--- src/rtl/alu_issue.sv ---
// Register file and issue sequencer that feeds one command at a time to the ALU.
// ALU ops retire in 2 cycles and load-immediates in 1. cmd_ready is high only in IDLE, so every command fully finishes before the next is accepted.
module alu_issue #(
  parameter int WIDTH = 16,
  parameter int NREGS = 8,
  localparam int AW = $clog2(NREGS)
) (
  input  logic             clk,
  input  logic             rst,
  input  logic             cmd_valid,
  output logic             cmd_ready,
  input  logic [3:0]       cmd_op,
  input  logic [AW-1:0]    cmd_rd,
  input  logic [AW-1:0]    cmd_rs,
  input  logic [AW-1:0]    cmd_rt,
  input  logic             cmd_imm_en,
  input  logic [WIDTH-1:0] cmd_imm,
  output logic [WIDTH-1:0] alu_a,
  output logic [WIDTH-1:0] alu_b,
  output logic [3:0]       alu_ins,
  input  logic [WIDTH-1:0] alu_out,
  input  logic [WIDTH-1:0] alu_hi,
  input  logic [2:0]       alu_flags,
  output logic             done,
  output logic             err,
  output logic [WIDTH-1:0] hi_reg,
  output logic [2:0]       flags_reg,
  input  logic [AW-1:0]    dbg_addr,
  output logic [WIDTH-1:0] dbg_data
);

  typedef enum logic [1:0] {IDLE, EXEC, WB, ERR} state_t;

  state_t           state;
  logic [WIDTH-1:0] regs [NREGS];
  logic [AW-1:0]    rd_q;
  logic [WIDTH-1:0] res_q;
  logic [WIDTH-1:0] hi_q;
  logic [2:0]       flags_q;
  logic             is_alu;

  logic [WIDTH-1:0] opa;
  logic [WIDTH-1:0] opb;
  logic             op_is_alu;

  // r0 is never written, so reading it straight from the array always yields 0.
  assign opa       = regs[cmd_rs];
  assign opb       = cmd_imm_en ? cmd_imm : regs[cmd_rt];
  assign op_is_alu = (cmd_op >= 4'd1) && (cmd_op <= 4'd9);
  assign cmd_ready = (state == IDLE) && !rst;
  assign dbg_data  = (dbg_addr == '0) ? '0 : regs[dbg_addr];

  always_ff @(posedge clk or posedge rst) begin
    if (rst) begin
      state     <= IDLE;
      for (int i = 0; i < NREGS; i++) regs[i] <= '0;
      rd_q      <= '0;
      res_q     <= '0;
      hi_q      <= '0;
      flags_q   <= '0;
      is_alu    <= 1'b0;
      alu_a     <= '0;
      alu_b     <= '0;
      alu_ins   <= '0;
      done      <= 1'b0;
      err       <= 1'b0;
      hi_reg    <= '0;
      flags_reg <= '0;
    end else begin
      case (state)
        IDLE: begin
          if (cmd_valid) begin
            rd_q <= cmd_rd;
            if (op_is_alu) begin
              alu_a   <= opa;
              alu_b   <= opb;
              alu_ins <= cmd_op;
              is_alu  <= 1'b1;
              state   <= EXEC;
            end else if (cmd_op == 4'd0 && cmd_imm_en) begin
              res_q  <= cmd_imm;
              is_alu <= 1'b0;
              done   <= 1'b1;
              state  <= WB;
            end else begin
              err   <= 1'b1;
              state <= ERR;
            end
          end
        end
        EXEC: begin
          res_q   <= alu_out;
          hi_q    <= alu_hi;
          flags_q <= alu_flags;
          alu_a   <= '0;
          alu_b   <= '0;
          alu_ins <= '0;
          done    <= 1'b1;
          state   <= WB;
        end
        WB: begin
          if (rd_q != '0) regs[rd_q] <= res_q;
          if (is_alu) begin
            hi_reg    <= hi_q;
            flags_reg <= flags_q;
          end
          done  <= 1'b0;
          state <= IDLE;
        end
        default: begin
          err   <= 1'b0;
          state <= IDLE;
        end
      endcase
    end
  end

endmodule

--- config.mk ---
export PLATFORM = sky130hd
export DESIGN_NAME = alu_issue
export DESIGN_NICKNAME = d
export VERILOG_FILES = /design/src/rtl/alu_issue.sv
export SDC_FILE = /design/constraint.sdc
export NUM_CORES = 1
export LEC_CHECK = 0
export BUFFER_PORTS_ARGS = -buffer_cell sky130_fd_sc_hd__buf_4
export CELL_PAD_IN_SITES_DETAIL_PLACEMENT = 0
export CELL_PAD_IN_SITES_GLOBAL_PLACEMENT = 1
export CORE_ASPECT_RATIO = 0.7
export CORE_UTILIZATION = 45
export DETAILED_ROUTE_END_ITERATION = 10
export PLACE_DENSITY_LB_ADDON = 0.1
export SLEW_MARGIN = 20
export SYNTH_ARGS = -nofsm -noshare
export SYNTH_HDL_FRONTEND = slang
export SYNTH_SLANG_ARGS = --single-unit
--- constraint.sdc ---
create_clock -name clk -period 19.81 [get_ports clk]
set_input_delay 2.9715 -clock clk [delete_from_list [all_inputs] [get_ports clk]]
set_output_delay 2.9715 -clock clk [all_outputs]
set_load 0.02 [all_outputs]
==> Word-level counts from Yosys, hierarchy flattened <==
Cells that the tools add are included.
Widths: inputs -> output; s select.
{ "totals": {"input_bits": 71, "out_inout_bits": 74, "ff_bits": 226} }
{ "op_classes": {"bitwise_logic": 5, "mux": 41, "eq_ne": 7, "reduce_logical": 21, "magnitude_cmp": 7} }
{ "ops": {"columns": ["operator", "count"], "rows": [
  ["$mux 16", 16],
  ["$bmux 16 s3", 3],
  ["$bwmux 128", 1],
  ["$pmux 16 s2", 3],
  ["$demux 16 s3", 1],
  ["$ge 4x4->1 const B", 4],
  ["$not 3->4", 4],
  ["$reduce_and 4->1", 3],
  ["$mux 1", 9],
  ["$mux 4", 2],
  ["$ne 2x2->1 const B", 4],
  ["$pmux 4 s2", 1],
  ["$reduce_and 2->1", 3],
  ["$reduce_and 3->1", 2],
  ["$reduce_bool 3->1", 2],
  ["$ge 4x1->1 const B", 1],
  ["$le 4x4->1 const B", 1],
  ["$logic_and 1x1->1", 4],
  ["$logic_not 4->1", 1],
  ["$lt 4x1->1 const B", 1],
  ["$mux 2", 2],
  ["$pmux 2 s2", 1],
  ["$reduce_bool 2->1", 2],
  ["$logic_not 3->1", 1],
  ["9 further kinds", 9]
]} }

==> Depth between registers and ports, before layout <==
Gate-level depths: netlist (run 1).
{ "depth": {"depth_word": 8, "mapped_depth": 8, "ltp_nobuf": 6} }

==> Least setup slack after synthesis (run 1) <==
No wires, ideal clock.
{ "synth_timing": {"path_kind": "input port to output port", "start": "in dbg_addr[1]", "end": "out dbg_data[13]", "arrival_time_ps": 4390, "cell_stages": 6, "slack_ps": 12448, "cell_sequence": "clkbuf_1 nor2b_1 clkbuf_1 clkbuf_1 a22oi_1 o21ai_0"} }
{ "synth_via": {"elab_chain_cells": 5} }
{ "synth_lines": {"columns": ["element", "line", "source"], "rows": [
  ["from (decl)", "28", "input logic [AW-1:0] dbg_addr,"],
  ["$not 3->4 (not written as such)", "51", "assign dbg_data = (dbg_addr == '0) ? '0 : regs[dbg_addr];"],
  ["$bmux 16 s3", "51", null],
  ["$mux 16 (not written as such) (2 in series)", "51", null],
  ["$mux 16 (*)", "51", null],
  ["to (decl)", "29", "output logic [WIDTH-1:0] dbg_data"]
]} }
Mark *: on every way between the ends. The rest lies on a longest branch, timed or not. The select of a mux whose other input is x is not followed.

==> Final worst setup path (run 1) <==
{ "layout_timing": {"start": "in dbg_addr[1]", "end": "out dbg_data[15]"} }
The elaborated chain is that of the path after synthesis.

==> flow_metrics.tcl, run 1 <==
set metrics [dict create \
    status "finished clean" \
    first_pass_iters 7 \
    fillers 2115 \
    die-height_um 136 \
    fmax_ghz 0.130 \
    die_w_um 194 \
    synth_cell_type_count 40 \
    synth-seq-area-share_pct 48.7 \
    p_int_mw 1.36 \
    fin_crit_ps 7680 \
    power.density_nw_per_um2 154 \
    synth_seq_cells 226 \
    netSwitchingFraction_pct 35.0 \
    gp_congestion 0.832 \
    drc 0 \
    final_hold_viol_count 0 \
    dieArea_um2 26400 \
    place_hpwl_um 19100 \
    worstMarginPinSlew_ps 1150 \
    largest_reg_flops 128 \
    grt_pass1_vias 8441 \
    crit_type "input port to output port" \
    clk_path_buf_depth 3 \
    numCtsBuffers 24 \
    leakagePower_nw 6.22 \
    wl_per_cell_um 24.5 \
    p_switching_mw 0.735 \
    port_buffers 144 \
    diodes 0 \
    grt_usage_pct 24.8 \
    synthesis.nets 940 \
    slew_headroom_pct 22.9 \
    max-cap-violations 0 \
    cts_setup_buffers 0 \
    synthesis.area_um2 11600 \
    placed_area_um2 12800 \
    grt_overflow 0 \
    layout-drive-gt1-share_pct 44.8 \
    setup_ws_ps 12130 \
    vias 7985 \
    finClkSkew_ps 12.3 \
    area_growth_pct 17.3 \
    setup_viol 0 \
    cts_resized 0 \
    initial_core_util_pct 46.4 \
    wl_um 31900 \
    grt_max_degree 99 \
    coreArea_um2 25000 \
    htreeDepth 1 \
    fin_crit_sh_pct 38.8 \
    initialDrtViolationCount 642 \
    reg2regPathDepth 6 \
    min_path_cells 0 \
    crit_required_ps 16840 \
    cts_tree "built" \
    whs_ps 402 \
    endpoint_kind "output port" \
    place_ws_ps 12150 \
    cts.sinks 226 \
    clockRootBuffer "clkbuf_16" \
    antenna_found_initial 0 \
    clk_latency_ps 520 \
    yosys_warnings 0 \
    path_clk_slew_ps 60 \
    tns_ps 0 \
    ir_drop_mv 0.0717 \
    final_cell_area_um2 13600 \
    ant_nets 0 \
    path_max_fanout 33 \
    ios 145 \
    cts.hold.buffers_added 0 \
    top_register "regs" \
    grt_first_pass_wirelength_um 50100 \
    p_comb_share_pct 37.5 \
    p_seq_share_pct 40.6 \
    fp-row-count 48 \
    fin_util_pct 54.5 \
    arrival_ps 4710 \
    rsz0062_at_grt "no" \
    power.share.clock_pct 21.8 \
    via_per_inst 6.13 \
    hold_path_class "register to register" \
    nets 1039 \
    cp-start-kind "input port" \
    netlist_instances 865 \
    syn_area_per_cell_um2 13.4 \
    slew_violations 0 \
]
==> cell families (layout without fill, tap and decap cells) <==
| logic type | count (synthesis) | in the layout | synth area share [%] |
|---|---|---|---|
| fa+ha+maj | 4 | 4 | 0.431 |
| flops | 226 | 226 | 48.7 |
| simple gates | 106 | 106 | 4.94 |
| buf+inv | 104 | 217 | 4.59 |
| mux | 314 | 314 | 34.3 |
| compound gates | 111 | 111 | 7.03 |
==> power by group through the flow <==
stage / Combinational (mW) / Sequential [mW] / Clock (mW)
after floorplan: 0.506 / 0.848 / 0
after global placement: 0.763 / 0.834 / 0
after detailed placement: 0.786 / 0.852 / 0
after CTS: 0.789 / 0.846 / 0.469
after global routing: 0.844 / 0.880 / 0.486
final: 0.786 / 0.852 / 0.458
==> worst paths after layout <==
path	startpoint	to	slack, ps
worst min register to register	regs[114]	regs[114]	400
max in group asynchronous	rst	regs[73]	15150
worst max-delay path	dbg_addr[1]	dbg_data[15]	12130
min in group asynchronous	rst	alu_ins[1]	2560
worst min-delay path	regs[114]	regs[114]	400
worst max register to register	state[0]	alu_b[13]	17160
==> placed cells by master (no fill, tap or decap), types with 6 or more instances in the layout <==
cell       synthesis  layout
or4_1             16      16
a21oi_1           17      17
o21ai_0            6       6
nand2_1           20      20
o21ai_1           14      14
mux4_2            48      48
nor2_1            33      33
clkbuf_8           0       6
dfrtp_1          226     226
a22o_1            21      21
mux2i_1           81      81
a221oi_1          14      14
a32o_1            16      16
nand2b_1          18      18
buf_4              6     156
inv_1             20      19
mux2_2           185     185
clkbuf_16          0      25
o22ai_1           16      16
==> metal layers <==
layer,global-route usage (%),up-vias,part of all wire [%]
met2,39.6,283,46
met5,0,-,0
met4,7.41,0,2.3
li1,-,3437,-
met3,3.10,61,5.2
met1,35.5,4204,46
==> area by class of cell <==
| cell class | instances | area (um2) | share of cell area (%) |
|---|---|---|---|
| Multi-Input combinational cell | 535 | 5470 | 40.2 |
| Timing Repair Buffer | 157 | 1200 | 8.81 |
| Clock inverter | 6 | 82.6 | 0.607 |
| Tap cell | 325 | 407 | 2.99 |
| Clock buffer | 34 | 719 | 5.29 |
| Sequential cell | 226 | 5660 | 41.5 |
| Inverter | 20 | 82.6 | 0.607 |
==> worst max-delay path, cell delays in order <==
cell,delay [ps]
buf_4,440
nor2b_1,280
buf_4,340
a22oi_1,140
o21ai_0,310
buf_4,210
==> stage by stage <==
step	power (mW)	instances
6_report	2.10	1303
5_1_grt	2.21	1303
4_1_cts	2.10	1302
3_5_place_dp	1.64	1262
3_3_place_gp	1.60	1262
2_1_floorplan	1.35	865
==> Yosys cell counts (all sizes together) <==
master / count / area (um2)
inv: 20 / 75.1
a31oi: 2 / 12.5
mux4: 48 / 1080
or4: 17 / 131
o211a: 1 / 10.0
and2: 2 / 15.0
a21oi: 18 / 101
nor4bb: 2 / 20.0
buf: 43 / 304
or2: 1 / 6.26
dfrtp: 226 / 5660
nand3: 3 / 15.0
a221oi: 14 / 123
clkbuf: 41 / 154
nor2: 34 / 130
o22ai: 16 / 100
a22oi: 2 / 15.0
o32a: 1 / 10.0
nand2b: 18 / 113
nor2b: 2 / 12.5
mux2i: 81 / 811
mux2: 185 / 2080
nand2: 21 / 81.3
o21ai: 20 / 100
a22o: 21 / 184
nand4b: 3 / 26.3
a32o: 16 / 160
ha: 4 / 50.1
nor3: 1 / 10.0
nor4: 1 / 6.26
nand4: 1 / 6.26
Note: power is estimated with default switching activity, not from simulation.
==> run 2, diff against run 1 <==
--- a/config.mk
+++ b/config.mk
@@ -9,7 +9,7 @@
 export CELL_PAD_IN_SITES_DETAIL_PLACEMENT = 0
 export CELL_PAD_IN_SITES_GLOBAL_PLACEMENT = 1
 export CORE_ASPECT_RATIO = 0.7
-export CORE_UTILIZATION = 45
+export CORE_UTILIZATION = 43
 export DETAILED_ROUTE_END_ITERATION = 10
 export PLACE_DENSITY_LB_ADDON = 0.1
 export SLEW_MARGIN = 20
==> constraint.sdc (replaced) <==
create_clock -name clk -period 6.38 [get_ports clk]
set_input_delay 0.957 -clock clk [delete_from_list [all_inputs] [get_ports clk]]
set_output_delay 0.957 -clock clk [all_outputs]
set_load 0.02 [all_outputs]
==> run 2 against run 1 <==
Sequential share of layout area decreased by 0.48 points; largest cell class unchanged; via count down 4.8%; critical path type unchanged; clock-buffer cell count rose by 3; first-iteration DRC count shrank 34%; setup slack worse by 9500 ps; clock skew increased by 4.3 ps; hold slack lost 31 ps; cell area rose by 1.2%; die area grew 4.6%.
==> flow_metrics.tcl, run 2 (synthesis results as in run 1) <==
set metrics [dict create \
    layout_common_cells "dfrtp_1 (226), mux2_2 (185), buf_4 (155)" \
    endpoint_kind "output port" \
    place_hpwl_um 18600 \
    reg2regPathDepth 7 \
    layout-drive-gt1-share_pct 45.2 \
    use_met1_pct 35.5 \
    max-cap-violations 0 \
    tns_ps 0 \
    reg2reg_slack_ps 4040 \
    grt_overflow 0 \
    ir_drop_mv 0.200 \
    p_int_mw 4.36 \
    finClkSkew_ps 16.7 \
    coreArea_um2 26100 \
    fin_crit_sh_pct 59.3 \
    slew_violations 0 \
    initial_core_util_pct 44.5 \
    fin_crit_ps 3780 \
    setup_viol 0 \
    grt_pass1_vias 7743 \
    cts.sinks 226 \
    via_per_inst 5.68 \
    cts_setup_buffers 0 \
    rsz0062_at_grt "no" \
    crit_end "dbg_data[0]" \
    first_pass_iters 5 \
    die_w_um 198 \
    wl_um 31400 \
    dieArea_um2 27700 \
    fmax_ghz 0.264 \
    nets 1039 \
    startpoint "dbg_addr[1]" \
    worstReg2RegEnd "alu_b[7]" \
    grt_first_pass_wirelength_um 48600 \
    p_switching_mw 2.27 \
    grt_usage_pct 23.2 \
    antenna_found_initial 0 \
    numCtsBuffers 24 \
    cts_resized 0 \
    final_hold_viol_count 0 \
    arrival_ps 2820 \
    crit_type "input port to output port" \
    drc 0 \
    path_clk_slew_ps 60 \
    status "finished clean" \
    p_comb_share_pct 36.8 \
    diodes 0 \
    path_max_fanout 33 \
    gr-usage-met3_pct 2.86 \
    r2r-start "state[1]" \
    clk_path_buf_depth 3 \
    hold_path_class "input port to async pin" \
    ant_nets 0 \
    worstMarginPinSlew_ps 1010 \
    final_cell_area_um2 13800 \
    largest_reg_flops 128 \
    mostFrequentLayoutCell "dfrtp_1" \
    grt_max_degree 152 \
    netSwitchingFraction_pct 34.2 \
    power.share.clock_pct 23.6 \
    htreeDepth 1 \
    cts_tree "built" \
    fp-row-count 49 \
    leakagePower_nw 6.28 \
    initialDrtViolationCount 425 \
    vias 7600 \
    clk_latency_ps 520 \
    grt_use_met2_pct 35.1 \
    slew_headroom_pct 32.5 \
    placed_area_um2 12800 \
    busiest_layer "met1" \
    area_growth_pct 18.7 \
    wl_per_cell_um 23.4 \
    cp-start-kind "input port" \
    top_register "regs" \
    whs_ps 371 \
    cts.hold.buffers_added 0 \
    ios 145 \
    power.density_nw_per_um2 481 \
    die-height_um 139 \
    p_seq_share_pct 39.6 \
    crit_required_ps 5420 \
    port_buffers 144 \
    gp_congestion 0.759 \
    clockRootBuffer "clkbuf_16" \
]
## run 2: cell types whose count changed in the layout (fill, tap and decap cells not counted), sizes merged
| cell | previous run | this run |
|---|---|---|
| inv | 20 | 19 |
| bufinv | 2 | 4 |
| clkbuf | 34 | 37 |
## run 2: worst min path at each step
stage / start / end / cells past startpoint
2_1_floorplan: regs[112] / regs[112] / 1
3_3_place_gp: regs[118] / regs[118] / 0
3_5_place_dp: regs[123] / regs[123] / 0
4_1_cts: rst / state[1] / 2
5_1_grt: rst / state[1] / 2
6_report: rst / state[1] / 2
## run 2: power groups by stage
stage	combinational [mW]	clock [mW]	sequential (mW)
floorplan	1.57	0	2.63
global placement	2.42	0	2.63
detailed placement	2.45	0	2.64
finish	2.44	1.57	2.62
CTS	2.46	1.60	2.61
global route	2.63	1.65	2.72
## run 2: area by class of cell
cell class	instances	area, um2
clock inverter	7	135
fill	2245	12300
clock buffer	37	771
sequential	226	5660
tap	357	447
inverter	20	78.8
multi-input combinational	535	5470
timing repair buffer	157	1210
## run 2: stage by stage
stage	setup slack, ps	cells	total power, mW	util, %
finish	2600	1339	6.63	52.9
global route	2560	1339	7.01	52.9
CTS	2300	1338	6.67	52.7
detailed placement	2310	1294	5.08	49.3
global placement	2300	1294	5.04	49.3
floorplan	2470	865	4.20	-
## run 2: critical path, cell delays in order
cell,delay [ps]
buf_4,470
nor2b_4,720
a221oi_1,190
a21oi_1,260
buf_4,190
## run 2: metal layers
layer  vias up  wire length, um
li1       3446                -
met1      3946            15400
met2       166            14200
met3        42             1150
met4         0              614
met5         -                0
==> run 3, diff against run 2 <==
==> constraint.sdc (replaced) <==
create_clock -name clk -period 3.4 [get_ports clk]
set_input_delay 0.51 -clock clk [delete_from_list [all_inputs] [get_ports clk]]
set_output_delay 0.51 -clock clk [all_outputs]
set_load 0.02 [all_outputs]
==> run 3 against run 2 <==
Combinational power increased by 88%; critical path depth increased by 1; critical path type unchanged; largest cell class unchanged; core utilization increased by 0.32 points; first-iteration DRC count increased by 11%; die area unchanged.
==> flow_metrics.tcl, run 3 (synthesis results as in run 1) <==
set metrics [dict create \
    diodes 0 \
    setup_viol 0 \
    cts_tree "built" \
    grt_pass1_vias 7881 \
    reg2regPathDepth 7 \
    numCtsBuffers 24 \
    place_hpwl_um 19500 \
    wl_um 31700 \
    whs_ps 136 \
    grt_usage_pct 23.3 \
    leakagePower_nw 6.31 \
    endpoint_kind "output port" \
    cp_slowest_cell "mux2_2" \
    crit_type "input port to output port" \
    ios 145 \
    status "finished clean" \
    fin_crit_ps 2630 \
    finClkSkew_ps 16.8 \
    layout_common_cells "dfrtp_1 (226), mux2_2 (185), buf_4 (157)" \
    grt_overflow 0 \
    top_register "regs" \
    ant_nets 0 \
    largest_reg_flops 128 \
    die-height_um 139 \
    gp_congestion 0.788 \
    arrival_ps 2120 \
    worst_path_most_repeated_cell "buf_4" \
    slowest_delay_ps 370 \
    fp-row-count 49 \
    clockRootBuffer "clkbuf_16" \
    vias 7767 \
    path_clk_slew_ps 60 \
    worstPathCellList "buf_4, buf_4, mux2_2, a221oi_1, a21oi_1, buf_4" \
    dieArea_um2 27700 \
    path_max_fanout 20 \
    cp-start-kind "input port" \
    initialDrtViolationCount 471 \
    cts.hold.buffers_added 0 \
    worstMarginPinSlew_ps 941 \
    mostFrequentLayoutCell "dfrtp_1" \
    die_w_um 198 \
    slew_violations 0 \
    reg2reg_slack_ps 1090 \
    cts_setup_buffers 0 \
    antenna_found_initial 0 \
    first_pass_iters 5 \
    cts_resized 0 \
    max-cap-violations 0 \
    crit_required_ps 2890 \
    fmax_ghz 0.380 \
    nets 1046 \
    htreeDepth 1 \
    area_growth_pct 19.4 \
    fin_crit_sh_pct 77.4 \
    drc 0 \
    hold_path_class "input port to async pin" \
    via_per_inst 5.77 \
    port_buffers 144 \
    grt_first_pass_wirelength_um 49200 \
    clk_path_buf_depth 3 \
    place_ws_ps 765 \
    final_hold_viol_count 0 \
    initial_core_util_pct 44.5 \
    slew_headroom_pct 37.1 \
    cts.sinks 226 \
    layout-drive-gt1-share_pct 45.4 \
    wl_per_cell_um 23.5 \
    clk_latency_ps 520 \
    coreArea_um2 26100 \
    rsz0062_at_grt "no" \
    power.density_nw_per_um2 900 \
    setup_ws_ps 768 \
    fin_util_pct 53.2 \
    grt_max_degree 75 \
    ir_drop_mv 0.429 \
]
-- run 3: final timing paths --
kind                              from     endpoint
min in group clk             alu_hi[3]      hi_q[3]
min                                rst   alu_ins[0]
max                        dbg_addr[1]  dbg_data[0]
max in group asynchronous          rst      regs[9]
min reg2reg                  regs[114]    regs[114]
max reg2reg                   state[0]    alu_b[11]
-- run 3: area by class of cell --
cell class	count	area (um2)
fill	2279	12200
sequential	226	5660
multi-input combinational	535	5470
timing repair buffer	164	1330
clock buffer	31	688
tap	357	447
clock inverter	12	194
inverter	20	78.8
-- run 3: layer usage --
metal | up-vias | global-route usage, % | part of all wire (%)
li1 | 3444 | - | -
met5 | - | 0 | 0
met3 | 30 | 3.97 | 4.7
met1 | 4094 | 35.3 | 48
met4 | 0 | 4.16 | 1.4
met2 | 199 | 35.4 | 46
-- run 3: power by group --
part	internal, mW	total (mW)	switching (mW)
sequential	3.84	4.97	1.13
clock	1.81	2.91	1.10
combinational	2.51	4.59	2.08
total	8.15	12.5	4.31
-- run 3: per-stage QoR --
| stage | TNS [ps] | total power, mW | std cells | cell area [um2] |
|---|---|---|---|---|
| floorplan | -14010 | 7.89 | 865 | 11600 |
| global placement | 0 | 9.51 | 1301 | 12900 |
| detailed placement | 0 | 9.57 | 1301 | 12900 |
| CTS | 0 | 12.5 | 1344 | 13800 |
| global route | 0 | 13.2 | 1345 | 13900 |
| finish | 0 | 12.5 | 1345 | 13900 |
-- run 3: critical path, delay by kind of cell --
family	cells	cell delay (ps)
multiplexers	1	370
buffers and inverters	3	860
AO/OA/AOI/OAI	2	370
